$ cat src/rtl/prog_loader.sv
// prog_loader: receives a length-prefixed, checksummed program image as a byte
// stream, writes each 18-bit instruction into the kcpsmx instruction ROM and
// releases the processor from reset once the checksum matches.
//
// Byte stream handshake: a byte is consumed on a rising edge where
// in_valid && in_ready are both 1. While in_ready is 0 the upstream source
// keeps in_valid/in_data stable and nothing is consumed. There is no ROM
// backpressure: every rom_we pulse is a completed write.
//
// The FSM state is held in the `state` signal; done, error, cpu_reset and
// in_ready are pure decodes of it, so they always agree with the state.
module prog_loader #(
    parameter int ADDR_WIDTH   = 10,
    parameter int INSTR_WIDTH  = 18,
    parameter int PROGRAM_SIZE = 1024
) (
    input  logic                   clk,
    input  logic                   reset,
    input  logic                   load_start,
    input  logic                   in_valid,
    input  logic [7:0]             in_data,
    output logic                   in_ready,
    output logic                   rom_we,
    output logic [ADDR_WIDTH-1:0]  rom_addr,
    output logic [INSTR_WIDTH-1:0] rom_wdata,
    output logic                   cpu_reset,
    output logic                   done,
    output logic                   error,
    output logic [ADDR_WIDTH:0]    word_count
);

    localparam logic [2:0] S_IDLE   = 3'd0;
    localparam logic [2:0] S_LEN_HI = 3'd1;
    localparam logic [2:0] S_LEN_LO = 3'd2;
    localparam logic [2:0] S_DATA   = 3'd3;
    localparam logic [2:0] S_CHECK  = 3'd4;
    localparam logic [2:0] S_RUN    = 3'd5;
    localparam logic [2:0] S_ERR    = 3'd6;

    localparam logic [31:0] PROGRAM_SIZE_U = PROGRAM_SIZE;

    logic [2:0]          state;
    logic [15:0]         len;
    logic [1:0]          phase;      // byte position inside the current instruction
    logic [1:0]          b0_q;       // low bits of the first instruction byte
    logic [7:0]          b1_q;       // second instruction byte
    logic [7:0]          checksum;   // running XOR of data bytes

    logic                accept;
    logic [15:0]         len_rx;
    logic [ADDR_WIDTH:0] wc_next;
    logic                last_word;
    logic                too_long;

    assign accept    = in_valid & in_ready;
    assign len_rx    = {len[15:8], in_data};
    assign wc_next   = word_count + {{ADDR_WIDTH{1'b0}}, 1'b1};
    assign last_word = (32'(wc_next) == 32'(len));
    assign too_long  = ({16'd0, len_rx} > PROGRAM_SIZE_U);

    // Status outputs decoded from the FSM state.
    always_comb begin
        in_ready  = (state == S_LEN_HI) || (state == S_LEN_LO) ||
                    (state == S_DATA)   || (state == S_CHECK);
        cpu_reset = (state != S_RUN);
        done      = (state == S_RUN);
        error     = (state == S_ERR);
    end

    // Loader FSM, instruction assembly, ROM write port and checksum.
    always_ff @(posedge clk) begin
        if (!reset) begin
            state      <= S_IDLE;
            len        <= '0;
            phase      <= '0;
            b0_q       <= '0;
            b1_q       <= '0;
            checksum   <= '0;
            rom_we     <= 1'b0;
            rom_addr   <= '0;
            rom_wdata  <= '0;
            word_count <= '0;
        end else begin
            rom_we <= 1'b0;
            case (state)
                S_IDLE, S_RUN, S_ERR: begin
                    if (load_start) begin
                        state      <= S_LEN_HI;
                        word_count <= '0;
                        checksum   <= '0;
                        phase      <= '0;
                    end
                end
                S_LEN_HI: begin
                    if (accept) begin
                        len[15:8] <= in_data;
                        state     <= S_LEN_LO;
                    end
                end
                S_LEN_LO: begin
                    if (accept) begin
                        len <= len_rx;
                        if (too_long) begin
                            state <= S_ERR;
                        end else if (len_rx == 16'd0) begin
                            state <= S_CHECK;
                        end else begin
                            state <= S_DATA;
                        end
                    end
                end
                S_DATA: begin
                    if (accept) begin
                        checksum <= checksum ^ in_data;
                        case (phase)
                            2'd0: begin
                                b0_q  <= in_data[1:0];
                                phase <= 2'd1;
                            end
                            2'd1: begin
                                b1_q  <= in_data;
                                phase <= 2'd2;
                            end
                            2'd2: begin
                                phase      <= 2'd0;
                                rom_we     <= 1'b1;
                                rom_addr   <= word_count[ADDR_WIDTH-1:0];
                                rom_wdata  <= INSTR_WIDTH'({b0_q, b1_q, in_data});
                                word_count <= wc_next;
                                if (last_word) begin
                                    state <= S_CHECK;
                                end
                            end
                            default: phase <= 2'd0;
                        endcase
                    end
                end
                S_CHECK: begin
                    if (accept) begin
                        state <= (in_data == checksum) ? S_RUN : S_ERR;
                    end
                end
                default: state <= S_IDLE;
            endcase
        end
    end

endmodule

$ cat config.mk
export PLATFORM = sky130hd
export DESIGN_NAME = prog_loader
export DESIGN_NICKNAME = d
export VERILOG_FILES = /design/src/rtl/prog_loader.sv
export SDC_FILE = /design/constraint.sdc
export NUM_CORES = 1
export LEC_CHECK = 0
export CORE_ASPECT_RATIO = 1.75
export CORE_MARGIN = 2
export CORE_UTILIZATION = 50
export CTS_BUF_LIST = sky130_fd_sc_hd__clkbuf_2
export DETAILED_ROUTE_END_ITERATION = 10
export PLACE_DENSITY = 0.78
export SLEW_MARGIN = 40
export SYNTH_ARGS = -nofsm -noshare
export SYNTH_HDL_FRONTEND = slang
export SYNTH_SLANG_ARGS = --single-unit
$ cat constraint.sdc
create_clock -name clk -period 2 [get_ports clk]
set_input_delay 0.3 -clock clk [delete_from_list [all_inputs] [get_ports clk]]
set_output_delay 0.3 -clock clk [all_outputs]
set_load 0.1 [all_outputs]
# Yosys cells after proc, flatten, opt, wreduce, memory -nomap -nowiden
# Index checks and enable logic that the tools add are counted.
totals:
  regBits: 79
  latchBits: 0
  ram_bits: 0
  rom_bits: 0
  in_bits: 12
  out_inout_bits: 44
  word_cells: 76
  memories: 0
op_classes:
  add_sub_neg: 1
  multipliers: 0
  div: 0
  n_lt_le_gt_ge: 1
  eq_ne: 18
  shifts: 0
  muxes: 25
  n_bitwise: 3
  n_reduce_logical: 17
op_table:
  columns: ["op", "count"]
  rows:
  - ["two-way mux 11 bit", 3]
  - ["one-hot mux 8 bit (2 select lines)", 2]
  - ["two-way mux 3 bit", 9]
  - ["two-way mux 8 bit", 3]
  - ["one-hot mux 11 bit (2 select lines)", 1]
  - ["AND reduction 3 bit", 6]
  - ["equality test 11 x 16 -> 1 bit", 1]
  - ["> comparator 16 x 11 -> 1 bit, second input constant", 1]
  - ["logical NOT 16 bit", 1]
  - ["one-hot mux 3 bit (5 select lines)", 1]
  - ["!= test 2 bit, second input constant", 6]
  - ["adder 11 x 1 -> 11 bit, second input constant", 1]
  - ["equality test 3 bit, second input constant", 3]
  - ["equality test 8 bit", 1]
  - ["one-hot mux 2 bit (2 select lines)", 2]
  - ["bitwise XOR 8 bit", 1]
  - ["AND reduction 7 bit", 1]
  - ["equality test 3 x 2 -> 1 bit, second input constant", 2]
  - ["two-way mux 2 bit", 3]
  - ["AND reduction 4 bit", 1]
  - ["equality test 3 x 1 -> 1 bit, second input constant", 1]
  - ["logical NOT 3 bit", 1]
  - ["logical OR 1 bit", 3]
  - ["!= test 3 bit, second input constant", 1]
  - ["other kinds (10)", 10]

# Depth between registers and ports, before layout
depth:
  word_depth: 7
  depth_mapped: 9
  mapped_depth_nobuf: 7

# Least setup slack after synthesis
# No wires, ideal clock.
synth_timing:
  kind: "register to output"
  from: "register state[1]"
  to: "output error"
  arrival_time_ns: 2.957
  required_time_ns: 1.700
  path_slack_ns: -1.257
  stages_incl_launch_ff: 4
  path_buffers: 2
  path_cell_list: "dfxtp_1 buf_2 clkbuf_1 nor3b_1"
synth_between:
  elab_chain_cells: 1
synth_rtl:
  columns: ["item", "line", "rtl"]
  rows:
  - ["start: declaration", "42", "logic [2:0] state;"]
  - ["start signal: assignment", "140", "state <= (in_data == checksum) ? S_RUN : S_ERR;"]
  - ["equality test 3 bit", "67", "error = (state == S_ERR);"]
  - ["end: declaration", "28", "output logic error,"]
# Every way passes these cells.

# Final worst setup path
# Ends and elaborated chain as after synthesis.

==> impl_results.md <==
- Total CTS buffers: 9
- Layout area overhead: 27.2%
- Cell Chain, Critical Path: dlymetal6s2s_1 > nor3b_2 > buf_12
- Worst min path class: input port to flop
- Antenna diode instance count: 0
- Synth Flop Type: dfxtp_1
- Seq/Total Area, Yosys: 42.7%
- Crit path required time: 1.70 ns
- Area leader, netlist: dfxtp_1
- DR vias: 3,482
- Status: finished clean
- Placer Congestion: 0.890
- Slowest-stage cell, CP: dfxtp_4
- Clock buffer depth: 2
- Post-Synth Adder-Cell Area: 0.338%
- GRT Residual Overflow: 0
- Syn Inst Count: 458
- Syn Std Cell Area: 0.00370 mm²
- Period minus WS final: 1.96 ns
- Hold_sp: reset
- Skew final: 0.0290 ns
- Met1 Use GR: 26.4%
- Critical R2R Launch: word_count[1]$_SDFFE_PN0P_
- Post-Synth XOR/XNOR Area: 6.15%
- Hold endpoint: word_count[7]$_SDFFE_PN0P_
- Met3 global-route usage: 4.28%
- Worst slew pin tran: 0.424 ns
- Vias in the first global route: 3,381
- Synth Area in Compound Gates: 14.9%
- Non-Filler Instances: 615
- Int Power: 2.54 mW
- Reg clk slew, reported paths: 0.19 ns
- Port bufs: 55
- # IOs: 56
- Fin util: 65.5%
- Initial Utilization: 51.5%
- Worst vdd ir: 0.000551 V
- Initial DRC count: 228
- Reg2Reg Depth: 7
- Final Max Tran Viols: 0
- Combinational share of power: 35.3%
- Total Nets Final: 539
- Vias/cell: 5.66
- Static Leak: 1.80 nW
- Endpoints failing hold: 0
- CTS root buf: clkbuf_2
- Switch share: 35.6%
- Cell row count: 41
- Worst Setup Start Kind: flop
- Number of clock sinks: 79
- Final setup margin: 0.0438 ns
- Asr flop ratio synth: 0%
- Top post-synthesis cells by area: dfxtp_1, a21oi_1, nand2_1
- F_max: 511 MHz
- Max-slew headroom: 71.6%
- Reg-to-Reg End: state[2]$_SDFFE_PN0P_
- DRC Markers: 0
- Count of cell types in the netlist: 46
- Layout cells sized above 1: 25.1%
- Die W: 69.0 µm
- WP data arrival: 1.66 ns
- Switching pwr: 1.40 mW
- Initial antenna violation count: 0
- Antenna viol nets, final: 0
- Kind of end point of the critical path: output port
- Pwr dens: 837 mW/mm²
- Simple-gate share of the synthesized area: 23.2%
- DR pass1 iterations: 5
- Synth Warn #: 0
- Place WS: -0.115 ns
- H-Tree Depth: 3
- CTS tree: done
- Largest family of logic cells by synthesized area: simple AND/OR/NAND/NOR gates
- # hold bufs at CTS: 0
- Kind of critical path: flop to output port
- Chip Height: 118 µm
- Total track usage: 25.0%
- Hold depth: 3
- Final HPWL DP: 7300 µm
- Worst path max stage delay: 0.43 ns
- Drt total wl: 10,000 µm
- Gr busiest metal: met2
- Placed cells: 597
- DIE AREA: 0.00813 mm²
- Max Fanout on Critical Path: 6
- Crit path launch: state[1]$_SDFFE_PN0P_
- Mux contribution to synthesized area: 6.76%
- Final period utilization: 97.8%
- Top cell type's share of synthesized area: 42.7%
- Flop pwr share: 44.1%
- EDFF count, synth: 0
- Reg2reg setup slack: 0.06 ns
- Final setup viols: 0
- Met2 usage: 43.4%
- Flops & latches, synth: 79
- Global-route wire length before repair: 16,300 µm
- Largest net degree at the start of global routing: 41
- Avg Synthesized Cell Area: 8.08 µm²
- Worst-skew pair later-pin latency: 0.57 ns
- Maxcap violations: 0
- WL/cell: 16.3 µm
- Synth Net Count: 471
- Clk pwr share: 20.6%
- Core area: 0.00718 mm²
[repair_timing]
item                       4_1_cts  5_1_grt
hold endpoints to repair         0        0
resized for setup                9        5
setup buffers                    0        4
pin swaps                        0        4
setup endpoints to repair        6        7
[synth_stat cells, types with 8 or more instances]
cell type,n
a21oi_1,54
nand3_1,11
mux2i_1,25
clkbuf_1,28
xnor2_1,18
nor2_1,53
nand3b_1,11
dfxtp_1,79
xor2_1,8
nand2_1,70
o21ai_0,25
[routing by layer]
metal	vias up	part of all wire, %	wire length, µm
li1	1695	-	-
met1	1612	38	3780
met2	126	51	5160
met3	49	4.4	440
met4	0	6.6	662
met5	-	0	0
[cells by family (layout without fill, tap and decap cells)]
kind of cell / Yosys count / count (layout)
AND/OR/NAND/NOR: 183 / 183
AO/OA/AOI/OAI: 99 / 99
flip-flops: 79 / 79
buffers and inverters: 45 / 116
XOR/XNOR: 26 / 26
multiplexers: 25 / 25
adder cells (fa/ha/maj): 1 / 1
[through the flow]
step	TNS, ns	hold slack, ns	cell area, µm²	total power, mW
floorplan	-0.666	0.428	3790	2.60
global placement	0	0.442	4520	2.97
detailed placement	-0.294	0.447	4520	3.00
CTS	0	0.438	4650	3.85
global route	-0.0531	0.449	4710	4.12
finish	0	0.462	4710	3.94
[worst max-delay path by stage]
stage	to	slack [ns]	depth (start not counted)
2_1_floorplan	error	-0.27	3
3_3_place_gp	state[2]$_SDFFE_PN0P_	0.006	7
3_5_place_dp	state[2]$_SDFFE_PN0P_	-0.12	7
4_1_cts	state[2]$_SDFFE_PN0P_	0.004	6
5_1_grt	state[2]$_SDFFE_PN0P_	-0.03	8
6_report	error	0.04	3
[cells in the final DEF, fill, tap and decap left out, types with 8 or more instances in the layout]
cell type,instances
xor2_1,8
mux2i_1,25
clkbuf_2,10
nor2_1,52
nand3b_1,11
dfxtp_4,10
dfxtp_1,66
clkdlybuf4s50_1,11
xnor2_1,17
buf_4,79
o21ai_0,25
nand3_1,10
nand2_1,69
a21oi_1,54
[cell type report]
| type | count | area, µm² |
|---|---|---|
| fill | 611 | 2470 |
| multi-input combinational | 334 | 2010 |
| sequential | 79 | 1620 |
| timing repair buffer | 98 | 851 |
| tap | 86 | 108 |
| clock buffer | 10 | 50.0 |
| clock inverter | 4 | 48.8 |
| inverter | 4 | 18.8 |
[sequential cells by signal, indices dropped and copies added (netlist names)]
signal	count
word_count	11
len	16
rom_we	1
rom_addr	10
phase	2
rom_wdata	18
state	3
checksum	8
b1_q	8
b0_q	2
[critical path: cells and delay by family (launching register included)]
kind / cells / cell delay (ns)
flops: 1 / 0.43
buf+inv: 2 / 0.41
simple gates: 1 / 0.28
[power by group through the flow]
stage | registers (mW) | logic [mW] | clock network [mW]
2_1_floorplan | 1.71 | 0.889 | 0
3_3_place_gp | 1.75 | 1.21 | 0
3_5_place_dp | 1.76 | 1.24 | 0
4_1_cts | 1.74 | 1.29 | 0.820
5_1_grt | 1.75 | 1.49 | 0.878
6_report | 1.74 | 1.39 | 0.812
Note: power is estimated with default switching activity, not from simulation.
